## src/rtl/uart_arb_pkg.sv

```systemverilog
// Shared types and constants for the UART transmit arbiter and its serializer.
//   arb_state_t : arbiter FSM states (IDLE, LOCKED)
//   ser_state_t : serializer FSM states (S_IDLE, S_START, S_DATA, S_STOP)
//   cnt_width() : counter width for a modulus, never below one bit
package uart_arb_pkg;

   typedef enum logic {IDLE, LOCKED} arb_state_t;

   typedef enum logic [1:0] {S_IDLE, S_START, S_DATA, S_STOP} ser_state_t;

   localparam int unsigned UART_DATA_BITS  = 8;
   localparam logic        UART_IDLE_LEVEL = 1'b1;

   // $clog2 of 1 is 0, which would give a zero-width vector.
   function automatic int unsigned cnt_width(input int unsigned n);
      return (n > 1) ? $clog2(n) : 1;
   endfunction

endpackage

```

## src/rtl/uart_tx_serializer.sv

```systemverilog
// 8N1 UART serializer, LSB first. A byte presented with load while idle is copied
// internally; the line drops to the start bit on the next cycle.
// Ports:
//   clk         in   system clock
//   reset_rtl_0 in   asynchronous active-high reset (line returns high at once)
//   load        in   accept data this cycle (ignored unless idle)
//   data[7:0]   in   byte to send
//   busy        out  a frame is being shifted
//   txd         out  serial line, idle high
module uart_tx_serializer
   import uart_arb_pkg::*;
#(
   parameter int unsigned CLKS_PER_BIT = 868
) (
   input  logic       clk,
   input  logic       reset_rtl_0,
   input  logic       load,
   input  logic [7:0] data,
   output logic       busy,
   output logic       txd
);

   localparam int unsigned    CntW    = cnt_width(CLKS_PER_BIT);
   localparam logic [CntW-1:0] CntMax = CntW'(CLKS_PER_BIT - 1);
   localparam logic [2:0]      LastBit = 3'(UART_DATA_BITS - 1);

   ser_state_t      state_q, state_d;
   logic [CntW-1:0] baud_q, baud_d;
   logic [2:0]      bit_q, bit_d;
   logic [7:0]      shreg_q, shreg_d;
   logic            txd_q, txd_d;

   logic bit_end;
   assign bit_end = (baud_q == CntMax);

   always_comb begin
      state_d = state_q;
      baud_d  = baud_q;
      bit_d   = bit_q;
      shreg_d = shreg_q;
      txd_d   = txd_q;
      unique case (state_q)
         S_IDLE: begin
            if (load) begin
               state_d = S_START;
               baud_d  = '0;
               bit_d   = '0;
               shreg_d = data;
               txd_d   = 1'b0;
            end
         end
         S_START: begin
            if (bit_end) begin
               baud_d  = '0;
               state_d = S_DATA;
               txd_d   = shreg_q[0];
               shreg_d = shreg_q >> 1;
            end else begin
               baud_d = baud_q + CntW'(1);
            end
         end
         S_DATA: begin
            if (bit_end) begin
               baud_d = '0;
               if (bit_q == LastBit) begin
                  state_d = S_STOP;
                  txd_d   = UART_IDLE_LEVEL;
               end else begin
                  bit_d   = bit_q + 3'd1;
                  txd_d   = shreg_q[0];
                  shreg_d = shreg_q >> 1;
               end
            end else begin
               baud_d = baud_q + CntW'(1);
            end
         end
         S_STOP: begin
            if (bit_end) begin
               baud_d  = '0;
               state_d = S_IDLE;
            end else begin
               baud_d = baud_q + CntW'(1);
            end
         end
         default: state_d = S_IDLE;
      endcase
   end

   always_ff @(posedge clk or posedge reset_rtl_0) begin
      if (reset_rtl_0) begin
         state_q <= S_IDLE;
         baud_q  <= '0;
         bit_q   <= '0;
         shreg_q <= '0;
         txd_q   <= UART_IDLE_LEVEL;
      end else begin
         state_q <= state_d;
         baud_q  <= baud_d;
         bit_q   <= bit_d;
         shreg_q <= shreg_d;
         txd_q   <= txd_d;
      end
   end

   assign busy = (state_q != S_IDLE);
   assign txd  = txd_q;

endmodule

```

## src/rtl/uart_tx_arbiter.sv

```systemverilog
// Shares one UART transmit line among NUM_REQ byte-stream requesters. Ownership is
// granted round-robin and held for a whole message (until a byte with req_last), so
// frames from different requesters never interleave. A silent owner loses the grant
// after TIMEOUT_CYCLES.
// Ports:
//   clk          in   system clock
//   reset_rtl_0  in   asynchronous active-high reset
//   req_valid    in   per-requester byte valid
//   req_data     in   byte for requester i at [8*i+7:8*i]
//   req_last     in   byte ends its message
//   req_ready    out  byte accepted when valid & ready (owner only, while not busy)
//   grant        out  one-hot line owner, zero when unowned
//   busy         out  serializer is shifting a frame
//   uart_txd     out  serial output, idle high
module uart_tx_arbiter
   import uart_arb_pkg::*;
#(
   parameter int unsigned NUM_REQ        = 2,
   parameter int unsigned CLK_HZ         = 100_000_000,
   parameter int unsigned BAUD           = 115_200,
   parameter int unsigned TIMEOUT_CYCLES = 1_000_000
) (
   input  logic                 clk,
   input  logic                 reset_rtl_0,
   input  logic [NUM_REQ-1:0]   req_valid,
   input  logic [8*NUM_REQ-1:0] req_data,
   input  logic [NUM_REQ-1:0]   req_last,
   output logic [NUM_REQ-1:0]   req_ready,
   output logic [NUM_REQ-1:0]   grant,
   output logic                 busy,
   output logic                 uart_txd
);

   localparam int unsigned     CLKS_PER_BIT = CLK_HZ / BAUD;
   localparam int unsigned     IdxW   = cnt_width(NUM_REQ);
   localparam int unsigned     TmoW   = cnt_width(TIMEOUT_CYCLES);
   localparam logic [TmoW-1:0] TmoMax = TmoW'(TIMEOUT_CYCLES - 1);
   localparam logic [IdxW-1:0] LastIdx = IdxW'(NUM_REQ - 1);

   arb_state_t      state_q, state_d;
   logic [IdxW-1:0] owner_q, owner_d;
   logic [IdxW-1:0] rr_q, rr_d;
   logic [TmoW-1:0] tmo_q, tmo_d;

   logic            owner_valid, owner_last, hs;
   logic [7:0]      owner_data;
   logic [IdxW-1:0] next_rr;
   logic            pick_found;
   logic [IdxW-1:0] pick_idx;
   int unsigned     scan_idx;

   assign owner_valid = req_valid[owner_q];
   assign owner_last  = req_last[owner_q];
   assign owner_data  = req_data[8*owner_q +: 8];
   assign hs          = (state_q == LOCKED) && owner_valid && !busy;
   assign next_rr     = (owner_q == LastIdx) ? '0 : owner_q + IdxW'(1);

   // First valid requester at or after the round-robin pointer, wrapping.
   always_comb begin
      pick_found = 1'b0;
      pick_idx   = '0;
      scan_idx   = 0;
      for (int unsigned i = 0; i < NUM_REQ; i++) begin
         scan_idx = (32'(rr_q) + i) % NUM_REQ;
         if (!pick_found && req_valid[scan_idx]) begin
            pick_found = 1'b1;
            pick_idx   = IdxW'(scan_idx);
         end
      end
   end

   always_comb begin
      state_d = state_q;
      owner_d = owner_q;
      rr_d    = rr_q;
      tmo_d   = tmo_q;
      unique case (state_q)
         IDLE: begin
            if (pick_found) begin
               state_d = LOCKED;
               owner_d = pick_idx;
               tmo_d   = '0;
            end
         end
         LOCKED: begin
            if (hs) begin
               tmo_d = '0;
               if (owner_last) begin
                  state_d = IDLE;
                  rr_d    = next_rr;
               end
            end else if (!owner_valid) begin
               // Silent owner: give the line up; a frame in flight still completes.
               if (tmo_q == TmoMax) begin
                  state_d = IDLE;
                  rr_d    = next_rr;
                  tmo_d   = '0;
               end else begin
                  tmo_d = tmo_q + TmoW'(1);
               end
            end
         end
         default: state_d = IDLE;
      endcase
   end

   always_ff @(posedge clk or posedge reset_rtl_0) begin
      if (reset_rtl_0) begin
         state_q <= IDLE;
         owner_q <= '0;
         rr_q    <= '0;
         tmo_q   <= '0;
      end else begin
         state_q <= state_d;
         owner_q <= owner_d;
         rr_q    <= rr_d;
         tmo_q   <= tmo_d;
      end
   end

   assign grant     = (state_q == LOCKED) ? (NUM_REQ'(1) << owner_q) : '0;
   assign req_ready = grant & {NUM_REQ{!busy}};

   uart_tx_serializer #(
      .CLKS_PER_BIT(CLKS_PER_BIT)
   ) u_ser (
      .clk        (clk),
      .reset_rtl_0(reset_rtl_0),
      .load       (hs),
      .data       (owner_data),
      .busy       (busy),
      .txd        (uart_txd)
   );

endmodule

```

## config.mk

```make
export PLATFORM = sky130hd
export DESIGN_NAME = uart_tx_arbiter
export DESIGN_NICKNAME = d
export VERILOG_FILES = /design/src/rtl/uart_arb_pkg.sv /design/src/rtl/uart_tx_serializer.sv /design/src/rtl/uart_tx_arbiter.sv
export SDC_FILE = /design/constraint.sdc
export NUM_CORES = 1
export LEC_CHECK = 0
export BUFFER_PORTS_ARGS = -buffer_cell sky130_fd_sc_hd__buf_2
export CELL_PAD_IN_SITES_DETAIL_PLACEMENT = 1
export CELL_PAD_IN_SITES_GLOBAL_PLACEMENT = 2
export CORE_ASPECT_RATIO = 0.8
export CORE_MARGIN = 2
export CORE_UTILIZATION = 40
export CTS_CLUSTER_DIAMETER = 120
export DETAILED_ROUTE_END_ITERATION = 12
export GPL_TIMING_DRIVEN = 0
export PLACE_DENSITY = 0.81
export SYNTH_ARGS = -nofsm -noshare
export SYNTH_HDL_FRONTEND = slang
export SYNTH_SLANG_ARGS = --single-unit
```

## constraint.sdc

```tcl
create_clock -name clk -period 3.9 [get_ports clk]
set_input_delay 0.78 -clock clk [delete_from_list [all_inputs] [get_ports clk]]
set_output_delay 0.78 -clock clk [all_outputs]
set_load 0.1 [all_outputs]
```

==> impl_metrics.ini <==
[logic_synthesis]
synthesis_warnings = 0
synth_top_cell_area_share_pct = 41.0
syn-num-nets = 331
async_flop_share_pct = 100
synth-edff-count = 0
syn_avg_cell_area_um2 = 9.33
synth.ff_latch_count = 47
post_synth_num_cell_types = 51
postSynth.topFlopCell = sky130_fd_sc_hd__dfrtp_1
syn_inst = 301
synth_sequential_area_ratio_pct = 41.9
synthTopCellsByArea = sky130_fd_sc_hd__dfrtp_1 (41%), sky130_fd_sc_hd__mux2i_1 (4.3%), sky130_fd_sc_hd__mux2_4 (4.3%)
synth_top_cell_by_area = sky130_fd_sc_hd__dfrtp_1
syn_std_cell_area_mm2 = 0.00281

[power]
power.combinational.fraction_pct = 54.6
ir_drop_worst_case_vdd_mv = 0.272
power_report.internal_total_mw = 1.32
switching_share_pct = 46.0
seqPwrFrac_pct = 29.6
power.density_mw_per_mm2 = 762
power_leakage_nw = 1.42
clockPowerShare_pct = 15.8
switching_power_mw = 1.12
total_power_mw = 2.43

[flow_run]
maxcap_viol_count = 0

[sta]
final-max-slew-violation-count = 0
report.final.setup_viol = 0
finalCritPeriodShare_pct = 73.3
max_freq_mhz = 350
final.setup_skew_ns = 0.00875
final_period_minus_worst_setup_slack_ns = 2.86
grt_setup_unrepaired = false
hold_slack_ns = 0.407
timing.slew.headroom_pct = 43.1
worstMarginPinSlew_ns = 0.851
timing.setup.tns_ns = 0
final_hold_viol_count = 0

[placement]
routabilityCongestion = 0.773
postPlaceCellArea_mm2 = 0.00308
dp_wirelength_um = 5310
placement.io_buffers = 27

[floorplanning]
placeableCoreArea_mm2 = 0.00682
die_w_um = 97.7
floorplan.rows = 27
ios = 28
design.die.area_mm2 = 0.00771
initial_utilization_pct = 41.1
die-height_um = 78.9

[detailed_routing]
first_pass_iters = 4
post-route-drc-count = 0
routed_via_density = 5.73
drtIter0Drc = 88
dr_total_vias = 2430
wl_per_cell_um = 17.1
final_antenna_net_count = 0
drt-total-wl_um = 7270

[global_route]
first_global_vias = 2416
antenna_found_initial = 0
grt-ovfl-total = 0
global_route.usage.total_pct = 20.0
largest_net_degree_at_the_start_of_global_routing = 37
grt_first_pass_wirelength_um = 12400

[cells_and_area]
diodes = 0
finalInstanceArea_mm2 = 0.00319
layout_common_cells = sky130_fd_sc_hd__dfrtp_1 (46), sky130_fd_sc_hd__nand2_1 (32), sky130_fd_sc_hd__buf_2 (29)
syn_to_final_growth_pct = 13.8
share_of_cells_above_drive_strength_1_pct = 16.6
finish.utilization_pct = 46.8
final_common_cell = sky130_fd_sc_hd__dfrtp_1
finish.net_count = 366

[setup_path]
worst-endpoint-required_ns = 3.12
timing.critical_path.fanout_max = 10
critical_path_sink_type = output pin
worstPathArrival_ns = 2.08
cpLargestDelayFamily = buffers and inverters
timing.critical_path.from = u_ser.state_q[0]$_DFFE_PP0P_
worst_path_max_delay_cell = sky130_fd_sc_hd__dfrtp_1
r2r_setup_slack_ns = 1.52
r2r-start = u_ser.state_q[0]$_DFFE_PP0P_
critical_path_cell_count = 5
timing.setup.critical_path_class = reg -> out
ff2ff_path_depth = 7
crit_path_cell_trace = inv_1, ha_1, clkbuf_1, and3_1, buf_2
rr_endpoint = tmo_q[17]$_DFFE_PP0P_
crit_path_end = req_ready[1]
worst-path-buf-inv = 3
crit_path_max_incr_delay_ns = 0.43
crit_path_start_kind = register

[clock_tree]
clock_latency_ns = 0.31
cts_h_tree_depth = 2
post-cts-setup-buffer-count = 0
cts_inserted_buffers = 5
cts.hold.buffers_added = 0
cts_repair_resizes = 0
cts_num_sinks = 47
clkSlewWorstSetupHoldPaths_ns = 0.10
cts.root.buffer_cell = sky130_fd_sc_hd__clkbuf_8
cts-root-to-sink-buffers = 2
cts_tree = done

[worst_hold_path]
hp-class = in -> async

[status]
run_status = complete, no violations
-- worst reg2reg max path, stage by stage, from the launching register on --
cell and delay, ns:
sky130_fd_sc_hd__dfrtp_1 0.42, sky130_fd_sc_hd__inv_1 0.08, sky130_fd_sc_hd__ha_1 0.22, sky130_fd_sc_hd__nand2b_1 0.16
sky130_fd_sc_hd__o21bai_1 0.68, sky130_fd_sc_hd__clkbuf_1 0.46, sky130_fd_sc_hd__a21oi_1 0.08, sky130_fd_sc_hd__o21bai_1 0.20
-- synthesized netlist by cell type (all sizes together) (2+ instances only) --
| master | count |
|---|---|
| or4b | 3 |
| nor4 | 6 |
| a31oi | 2 |
| o21ai | 39 |
| o2bb2ai | 2 |
| nor2b | 4 |
| ha | 8 |
| or3 | 3 |
| nand3 | 15 |
| clkbuf | 6 |
| and2 | 2 |
| o21bai | 3 |
| a21oi | 8 |
| xnor2 | 4 |
| nand2b | 6 |
| nand2 | 32 |
| and4 | 2 |
| and3 | 8 |
| nand4 | 3 |
| dfrtp | 46 |
| buf | 4 |
| mux2i | 13 |
| o31ai | 7 |
| inv | 9 |
| nor3 | 9 |
| mux2 | 10 |
| or4 | 2 |
| nand3b | 3 |
| nor2 | 25 |
| a21o | 4 |
-- registers in the layout, indices dropped and copies added, names as in the netlist --
signal and cells:
u_ser.shreg_q 8, state_q 1, rr_q 1, u_ser.state_q 2
u_ser.txd 1, u_ser.bit_q 3, u_ser.baud_q 10, owner_q 1
tmo_q 20
-- how the worst min path moves through the flow --
stage                                      from               endpoint  slack, ns  cells after the start
after floorplan           tmo_q[19]$_DFFE_PP0P_  tmo_q[19]$_DFFE_PP0P_       0.46                      1
after global placement    tmo_q[19]$_DFFE_PP0P_  tmo_q[19]$_DFFE_PP0P_       0.48                      1
after detailed placement  tmo_q[19]$_DFFE_PP0P_  tmo_q[19]$_DFFE_PP0P_       0.49                      1
after CTS                           reset_rtl_0   tmo_q[3]$_DFFE_PP0P_       0.40                      2
after global routing                reset_rtl_0   tmo_q[1]$_DFFE_PP0P_       0.41                      2
final                               reset_rtl_0   tmo_q[1]$_DFFE_PP0P_       0.41                      2
-- power groups by stage --
stage | sequential (mW) | clock (mW) | combinational (mW)
global route | 0.743 | 0.418 | 1.47
detailed placement | 0.731 | 0 | 1.34
floorplan | 0.711 | 0 | 1.05
global placement | 0.719 | 0 | 1.31
CTS | 0.721 | 0.395 | 1.35
finish | 0.720 | 0.385 | 1.33
-- kinds of logic after synthesis --
logic type	Yosys count	synth area share, %
mux	23	9.85
simple gates	125	24.1
fa+ha+maj	8	3.57
xor+xnor	5	1.56
compound gates	73	16.0
flops	47	41.9
buf+inv	20	3.03
-- routing by layer --
metal  GRT usage [%]  vias up  routed length (um)
li1                -     1168                   -
met1            28.9     1206                3690
met2            30.6       50                3170
met3            3.79        6                 333
met4            5.97        0                  76
met5               0        -                   0
-- metrics by stage --
step | instances | setup slack (ns)
3_5_place_dp | 416 | 1.32
6_report | 424 | 1.04
5_1_grt | 424 | 0.800
4_1_cts | 424 | 1.01
3_3_place_gp | 415 | 1.22
2_1_floorplan | 301 | 0.707
-- cell type report --
class / instances / area (um^2)
plain buffers: 10 / 47.5
clock buffers: 6 / 82.6
clock inverters: 2 / 35.0
fillers: 817 / 3630
inverters: 10 / 37.5
multi-input cells: 234 / 1550
flip-flops and latches: 47 / 1180
well taps: 87 / 109
repair buffers: 28 / 155
Power figures use the tool's default switching activity.
